## src/rtl/sa_pkg.sv

```systemverilog
// Shared types and helpers for the systolic-array result path.
package sa_pkg;

   typedef enum logic {
      IDLE   = 1'b0,
      STREAM = 1'b1
   } stream_state_t;

   // Width of a row/column index for an n x n matrix, never narrower than one bit.
   function automatic int idx_width(input int n);
      return (n <= 1) ? 1 : $clog2(n);
   endfunction

endpackage

```

## src/rtl/sa_requant.sv

```systemverilog
// Combinational requantiser: arithmetic right shift at accumulator width,
// then signed saturation to the narrower output width.
module sa_requant #(
   parameter int ACC   = 32,
   parameter int OUT_W = 16,
   parameter int SHIFT = 0
) (
   input  logic signed [ACC-1:0]   acc,
   output logic signed [OUT_W-1:0] data,
   output logic                    sat
);

   localparam logic signed [OUT_W-1:0] MAX_V = {1'b0, {(OUT_W-1){1'b1}}};
   localparam logic signed [OUT_W-1:0] MIN_V = {1'b1, {(OUT_W-1){1'b0}}};

   logic signed [ACC-1:0] shifted;
   logic [ACC-OUT_W:0]    upper;
   logic                  pos_ovf;
   logic                  neg_ovf;

   assign shifted = acc >>> SHIFT;

   // The value fits iff every bit from the output sign bit upward equals the sign.
   assign upper   = shifted[ACC-1:OUT_W-1];
   assign pos_ovf = !shifted[ACC-1] && (|upper);
   assign neg_ovf =  shifted[ACC-1] && !(&upper);

   always_comb begin
      data = shifted[OUT_W-1:0];
      sat  = 1'b0;
      if (pos_ovf) begin
         data = MAX_V;
         sat  = 1'b1;
      end else if (neg_ovf) begin
         data = MIN_V;
         sat  = 1'b1;
      end
   end

endmodule

```

## src/rtl/sa_result_streamer.sv

```systemverilog
// Snapshots the N x N accumulator matrix on capture and streams it row-major,
// one requantised element per valid/ready beat.
module sa_result_streamer
   import sa_pkg::*;
#(
   parameter int ACC   = 32,
   parameter int N     = 3,
   parameter int OUT_W = 16,
   parameter int SHIFT = 0,
   localparam int IDXW = idx_width(N)
) (
   input  logic                    clk,
   input  logic                    rst,
   input  logic signed [ACC-1:0]   c_in [N][N],
   input  logic                    c_valid,
   output logic                    c_ready,
   output logic signed [OUT_W-1:0] m_data,
   output logic                    m_valid,
   input  logic                    m_ready,
   output logic                    m_last,
   output logic [IDXW-1:0]         m_row,
   output logic [IDXW-1:0]         m_col,
   output logic                    m_sat,
   output logic                    busy,
   output logic                    err_drop
);

   localparam logic [IDXW-1:0] IDX_MAX = IDXW'(N - 1);

   stream_state_t         state_reg, state_next;
   logic [IDXW-1:0]       row_reg, row_next;
   logic [IDXW-1:0]       col_reg, col_next;
   logic                  err_drop_reg;
   logic signed [ACC-1:0] buf_reg [N][N];
   logic signed [ACC-1:0] sel_elem;

   logic capture;
   logic handshake;
   logic col_end;
   logic at_last;

   assign col_end   = (col_reg == IDX_MAX);
   assign at_last   = (row_reg == IDX_MAX) && col_end;
   assign m_valid   = (state_reg == STREAM);
   assign busy      = (state_reg == STREAM);
   assign m_last    = m_valid && at_last;
   assign handshake = m_valid && m_ready;

   // Ready also during the final handshake so matrices can be streamed back to back.
   assign c_ready   = (state_reg == IDLE) || (handshake && at_last);
   assign capture   = c_valid && c_ready;

   assign m_row     = row_reg;
   assign m_col     = col_reg;
   assign err_drop  = err_drop_reg;

   always_comb begin
      state_next = state_reg;
      row_next   = row_reg;
      col_next   = col_reg;
      if (capture) begin
         state_next = STREAM;
         row_next   = '0;
         col_next   = '0;
      end else if (handshake) begin
         if (at_last) begin
            state_next = IDLE;
            row_next   = '0;
            col_next   = '0;
         end else if (col_end) begin
            col_next = '0;
            row_next = row_reg + 1'b1;
         end else begin
            col_next = col_reg + 1'b1;
         end
      end
   end

   always_ff @(posedge clk) begin
      if (rst) begin
         state_reg    <= IDLE;
         row_reg      <= '0;
         col_reg      <= '0;
         err_drop_reg <= 1'b0;
      end else begin
         state_reg    <= state_next;
         row_reg      <= row_next;
         col_reg      <= col_next;
         err_drop_reg <= err_drop_reg || (c_valid && !c_ready);
      end
   end

   // Snapshot buffer is deliberately left out of reset; it is only read while streaming.
   always_ff @(posedge clk) begin
      if (capture) begin
         for (int i = 0; i < N; i++) begin
            for (int j = 0; j < N; j++) begin
               buf_reg[i][j] <= c_in[i][j];
            end
         end
      end
   end

   assign sel_elem = buf_reg[row_reg][col_reg];

   sa_requant #(
      .ACC   (ACC),
      .OUT_W (OUT_W),
      .SHIFT (SHIFT)
   ) u_requant (
      .acc  (sel_elem),
      .data (m_data),
      .sat  (m_sat)
   );

endmodule

```

## config.mk

```make
export PLATFORM = sky130hd
export DESIGN_NAME = sa_result_streamer
export DESIGN_NICKNAME = d
export VERILOG_FILES = /design/src/rtl/sa_pkg.sv /design/src/rtl/sa_requant.sv /design/src/rtl/sa_result_streamer.sv
export SDC_FILE = /design/constraint.sdc
export NUM_CORES = 1
export LEC_CHECK = 0
export BUFFER_PORTS_ARGS = -buffer_cell sky130_fd_sc_hd__buf_2
export CAP_MARGIN = 40
export CORE_AREA = 2 2 148 150
export CTS_CLUSTER_DIAMETER = 200
export DETAILED_ROUTE_END_ITERATION = 16
export DIE_AREA = 0 0 150 152
export PLACE_DENSITY = 0.87
export SLEW_MARGIN = 20
export SYNTH_ARGS = -nofsm -noshare
export SYNTH_HDL_FRONTEND = slang
export SYNTH_SLANG_ARGS = --single-unit
```

## constraint.sdc

```tcl
create_clock -name clk -period 29.6 [get_ports clk]
set_input_delay 2.96 -clock clk [delete_from_list [all_inputs] [get_ports clk]]
set_output_delay 2.96 -clock clk [all_outputs]
set_load 0.02 [all_outputs]
```

# ---- After elaboration in Yosys (flattened, before gate mapping)
# Memories as Yosys holds them, arrays and structs flattened. A register that Yosys moved wholly into a read port is not among the register bits.
# Cells that the tools add are included.
dict set report word_totals {
  memories 1
  mem_bits_rw 288
  out_inout_bits 26
  reg_bits 6
  in_bits 292
  elab_cells 51
}
dict set report classes {
  mux 18
  add_sub_neg 2
  n_bitwise 2
  n_eq_ne 2
  magnitude_cmp 1
  n_reduce_logical 21
}
# name depth width read_ports rd_clocked_by_memory_dff write_ports line_no
set memory_table {}
lappend memory_table {buf_reg 3 96 1 1 3 sa_result_streamer.sv:34} ;# logic signed [ACC-1:0] buf_reg [N][N];
# cell n
set op_table {}
lappend op_table {{32-bit binary-select mux with 2-bit select} 1}
lappend op_table {{32-bit two-way mux} 2}
lappend op_table {{16-bit two-way mux} 2}
lappend op_table {{17-bit AND reduction} 1}
lappend op_table {{17-bit OR reduction} 1}
lappend op_table {{2-bit two-way mux} 6}
lappend op_table {{1-bit logical AND} 8}
lappend op_table {{1-bit two-way mux} 7}
lappend op_table {{2-bit nonzero test} 3}
lappend op_table {{2-bit by 1-bit adder with 2-bit output, second input constant} 2}
lappend op_table {{2-bit equality test, second input constant} 2}
lappend op_table {{2-bit AND reduction} 2}
lappend op_table {{3-bit greater-or-equal comparator, second input constant} 1}
lappend op_table {{1-bit logical NOT} 3}
lappend op_table {{2-bit NOT with 3-bit output} 1}
lappend op_table {{1-bit logical OR} 2}
lappend op_table {{2-bit OR reduction} 1}
lappend op_table {{1-bit NOT} 1}

# ---- Logic depth before layout (Yosys ltp)
dict set report depth {
  ltp_word 9
  ltp_mapped 11
  mapped_depth_nobuf 6
}

# ---- Cells and area by module
# A second synthesis with hierarchy kept.
dict set report hier_totals {
  cells_unflattened 650
  area_unflattened_um2 11977.7
}
# module cells_each instances seq_area_each_um2 area_each_um2
set modules_own_cells {}
lappend modules_own_cells {sa_result_streamer 621 1 8808.4 11740.0}
lappend modules_own_cells {sa_requant 29 1 0.0 237.7}

# ---- Worst setup path before layout
# Ideal clock, no wire load.
dict set report synth_timing {
  kind {input port to flip-flop}
  startpoint {input m_ready}
  endpoint {register with a tool-made name}
  required_time_ns 29.466
  n_path_buf 0
  setup_time_ns 0.134
  cell_stages 4
  setup_slack_ns 12.764
  arrival_ns 16.702
  path_cell_list {a21boi_1 > nor2b_1 > or2_1 > nor2_1}
}
# element line_no
set synth_rtl {}
lappend synth_rtl {{from (decl)} sa_result_streamer.sv:19} ;# input logic m_ready,

==> impl_metrics.py <==
metrics = {
    "pwr": {
        "highest_ir_drop_seen_on_vdd_uv": 54.8,
        "power_switching_mw": 0.193,
        "power_frac_clock": 0.430,
        "cellPowerDensity_nw_per_um2": 65.6,
        "power_report.internal_total_mw": 0.781,
        "leakage_nw": 5.39,
        "power.share.switching": 0.199,
        "power_frac_seq": 0.507,
        "pwr-share-comb": 0.063,
    },
    "clock_network": {
        "numClockSinks": 296,
        "numCtsBuffers": 30,
        "cts.repair_timing.setup_buffer_count": 0,
        "cts-hold-fix-buffers": 0,
        "clock_tree_from_tritoncts": "yes",
        "clock_tree.buffer_depth": 3,
        "clk_root_buffer_cell": "sky130_fd_sc_hd__clkbuf_16",
        "ctsResizeCount": 0,
        "clock_latency_ns": 0.55,
        "cts.reportedPaths.clkPinSlew_ns": 0.06,
        "cts-htree-levels": 1,
    },
    "route": {
        "antenna_left": 0,
        "count_of_unresolved_drc_violations_after_routing": 0,
        "initialDrtViolationCount": 672,
        "route.detailed.wl_per_inst_um": 21.4,
        "drt-total-wl_um": 28200,
        "vias_per_cell": 5.58,
        "vias": 7354,
        "dr.pass1.iters": 5,
    },
    "timing": {
        "skew_ns": 0.00978,
        "max-slew-margin-rel": 0.278,
        "fin_tns_setup_ns": 0,
        "fmax_mhz": 146,
        "worst_pin_slew_ns": 1.08,
        "final.min_clock_period_ns": 6.86,
        "post-route-period-util": 0.232,
        "rsz_0062_raised_after_global_routing": "false",
        "report.final.setup_viol": 0,
        "maxSlewViolCount": 0,
        "final.hold.worst_slack_ns": 0.480,
        "timing.final.hold_violations": 0,
    },
    "placement": {
        "dp.final_hpwl_um": 19400,
        "globalplace.congestion": 0.847,
        "numPortBuffers": 317,
    },
    "min_path": {
        "holdCritStartpoint": "err_drop",
        "hold_path.class": "reg -> reg",
        "whs_path_depth": 2,
        "min_to": "err_drop",
    },
    "worst_setup_path": {
        "r2r_start": "m_col[0]",
        "critPathKind": "reg -> out",
        "worst_r2r_path_depth": 9,
        "critPathMaxStageDelay_ns": 0.63,
        "worst_path_fanout_max": 39,
        "worstPathCellList": "buf_4 > buf_12 > mux2_1 > o211ai_1 > nand3_1 > nor4_1 > and4_1 > buf_8 > o22ai_1 > buf_2",
        "cp_required_ns": 26.64,
        "crit_path_start_kind": "flip-flop",
        "worst_setup_ep_type": "primary output",
        "critPathArrivalTime_ns": 3.90,
        "critical_path_buf_inv_count": 4,
        "worstReg2RegEnd": "buf_reg[1][1]",
        "timing.reg2reg.setup_slack_ns": 25.65,
        "worst_path_dominant_cell_family": "buffers and inverters",
        "critical_path.slowest_cell": "sky130_fd_sc_hd__dfxtp_4",
    },
    "die": {
        "fp.dieArea_um2": 22800,
        "initial_utilization": 0.556,
        "io_pins": 318,
        "die_boundary_height_um": 152,
        "fp.dieW_um": 150,
        "core-area_um2": 21400,
        "num_rows": 54,
    },
    "yosys": {
        "fraction_of_registers_with_async_set_or_reset_after_synthesis": 0,
        "yosys_register_bits": 296,
        "yosysWarnings": 0,
        "postSynth.topFlopCell": "sky130_fd_sc_hd__edfxtp_1",
        "synthesis.nets": 975,
        "synth_enable_flop_cells": 288,
        "post-synth-top-area-cell": "sky130_fd_sc_hd__edfxtp_1",
        "post_synth_num_cell_types": 44,
        "synth_top_area_frac": 0.729,
        "synth_area_um2": 11900,
        "post_synth_main_area_contributors": "sky130_fd_sc_hd__edfxtp_1 (73%), sky130_fd_sc_hd__mux2_2 (3.1%), sky130_fd_sc_hd__o211ai_1 (3.0%), sky130_fd_sc_hd__mux4_2 (2.8%), sky130_fd_sc_hd__mux2i_1 (2.6%)",
        "synth.avg_cell_area_um2": 17.4,
        "synth_sequential_area_ratio": 0.742,
        "post_synth_inst_count": 683,
    },
    "global_routing": {
        "gr-total-overflow": 0,
        "grt_pass1_wl_um": 41300,
        "grt_pass1_vias": 7511,
        "antenna_found_initial": 12,
        "maximum_number_of_pins_on_one_net_before_global_route_repair": 202,
        "groute.usage.overall": 0.242,
    },
    "final_layout": {
        "drive_gt1_frac": 0.434,
        "num-nets-final": 1293,
        "multi_input_gate_area_in_the_final_layout_um2": 2770,
        "area_delta_synth_final_pct": 25.2,
        "finish.utilization": 0.696,
        "regArea_um2": 8820,
        "largest_register_ff_count": 288,
        "fillerInstances": 1395,
    },
    "run_status": {
        "run_status": "complete, no violations",
    },
    "job": {
        "maxCapViolCount": 0,
    },
}
-- area by class of cell --
type | count | share of cell area
diodes | 12 | 0.00202
clock buffers | 39 | 0.0555
clock inverters | 17 | 0.0199
inverters | 1 | 0.000253
multi-input cells | 342 | 0.187
flip-flops and latches | 296 | 0.593
well taps | 280 | 0.0236
repair buffers | 330 | 0.119
-- through the flow --
step,power (mW),area (um^2),setup slack [ns],cells
finish,0.974,14900,22.74,1317
detailed placement,0.563,13700,22.82,1248
global placement,0.559,13600,22.89,1242
floorplan,0.540,11900,12.76,683
global route,1.00,14900,22.51,1317
CTS,0.979,14800,22.26,1304
-- cells in the final DEF (no fill, tap or decap), types with 10 or more instances in the layout --
master	synthesis	final
sky130_fd_sc_hd__buf_2	12	317
sky130_fd_sc_hd__edfxtp_1	288	288
sky130_fd_sc_hd__nand2b_1	48	48
sky130_fd_sc_hd__o211ai_1	48	48
sky130_fd_sc_hd__mux2_2	33	33
sky130_fd_sc_hd__mux2i_1	31	31
sky130_fd_sc_hd__clkbuf_16	0	30
sky130_fd_sc_hd__nand2_1	20	20
sky130_fd_sc_hd__a21oi_1	20	20
sky130_fd_sc_hd__nor2_1	19	19
sky130_fd_sc_hd__mux2_1	18	18
sky130_fd_sc_hd__nand3_1	18	18
sky130_fd_sc_hd__mux4_2	15	15
sky130_fd_sc_hd__o21ai_0	15	15
sky130_fd_sc_hd__a211oi_1	14	14
sky130_fd_sc_hd__diode_2	0	12
sky130_fd_sc_hd__o22ai_2	10	10
-- Yosys cell counts (2+ instances only) --
| master | count |
|---|---|
| sky130_fd_sc_hd__a211oi_1 | 14 |
| sky130_fd_sc_hd__a21oi_1 | 20 |
| sky130_fd_sc_hd__buf_1 | 3 |
| sky130_fd_sc_hd__buf_2 | 12 |
| sky130_fd_sc_hd__buf_4 | 6 |
| sky130_fd_sc_hd__buf_6 | 10 |
| sky130_fd_sc_hd__clkbuf_1 | 10 |
| sky130_fd_sc_hd__clkbuf_4 | 2 |
| sky130_fd_sc_hd__dfxtp_1 | 8 |
| sky130_fd_sc_hd__edfxtp_1 | 288 |
| sky130_fd_sc_hd__mux2_1 | 18 |
| sky130_fd_sc_hd__mux2_2 | 33 |
| sky130_fd_sc_hd__mux2i_1 | 31 |
| sky130_fd_sc_hd__mux4_2 | 15 |
| sky130_fd_sc_hd__nand2_1 | 20 |
| sky130_fd_sc_hd__nand2b_1 | 48 |
| sky130_fd_sc_hd__nand3_1 | 18 |
| sky130_fd_sc_hd__nand4_1 | 4 |
| sky130_fd_sc_hd__nor2_1 | 19 |
| sky130_fd_sc_hd__nor3_1 | 2 |
| sky130_fd_sc_hd__nor4_1 | 4 |
| sky130_fd_sc_hd__o211ai_1 | 48 |
| sky130_fd_sc_hd__o21ai_0 | 15 |
| sky130_fd_sc_hd__o22ai_1 | 6 |
| sky130_fd_sc_hd__o22ai_2 | 10 |
-- logic make-up after synthesis --
kind of cell / share of synthesized area
flops: 0.742
mux: 0.103
buf+inv: 0.0253
compound gates: 0.0723
simple gates: 0.0571
-- how the worst max path moves through the flow --
| stage | to | start | cells after the start | slack [ns] |
|---|---|---|---|---|
| after global routing | m_data[3] | flip-flop | 10 | 22.51 |
| after floorplan | flip-flop | m_ready | 4 | 12.76 |
| after detailed placement | c_ready | m_ready | 4 | 22.82 |
| after global placement | c_ready | m_ready | 4 | 22.89 |
| after CTS | m_data[3] | flip-flop | 9 | 22.26 |
| final | m_data[5] | flip-flop | 10 | 22.74 |
-- worst reg2reg max path, cell delays in order (launching register included) --
cell and delay, ns:
sky130_fd_sc_hd__dfxtp_2 0.45, sky130_fd_sc_hd__buf_4 0.32, sky130_fd_sc_hd__nor2b_4 0.34, sky130_fd_sc_hd__buf_12 0.24, sky130_fd_sc_hd__and3b_1 0.23, sky130_fd_sc_hd__a21boi_1 0.20, sky130_fd_sc_hd__nor2b_4 0.18, sky130_fd_sc_hd__buf_12 0.68
sky130_fd_sc_hd__buf_4 0.62, sky130_fd_sc_hd__buf_12 0.35
-- metal layers --
layer | track usage | up-vias | wire [um]
li1 | - | 3354 | -
met5 | 0 | - | 0
met3 | 0.0441 | 66 | 1870
met1 | 0.305 | 3586 | 10800
met4 | 0.0988 | 0 | 1130
met2 | 0.414 | 348 | 14400
-- power by group through the flow --
stage / Clock, mW / Combinational, mW / Sequential, mW
2_1_floorplan: 0 / 0.0296 / 0.511
3_3_place_gp: 0 / 0.0580 / 0.501
3_5_place_dp: 0 / 0.0609 / 0.502
4_1_cts: 0.424 / 0.0615 / 0.494
5_1_grt: 0.441 / 0.0664 / 0.495
6_report: 0.419 / 0.0615 / 0.494
No activity file was read; power rests on OpenSTA's default activity.
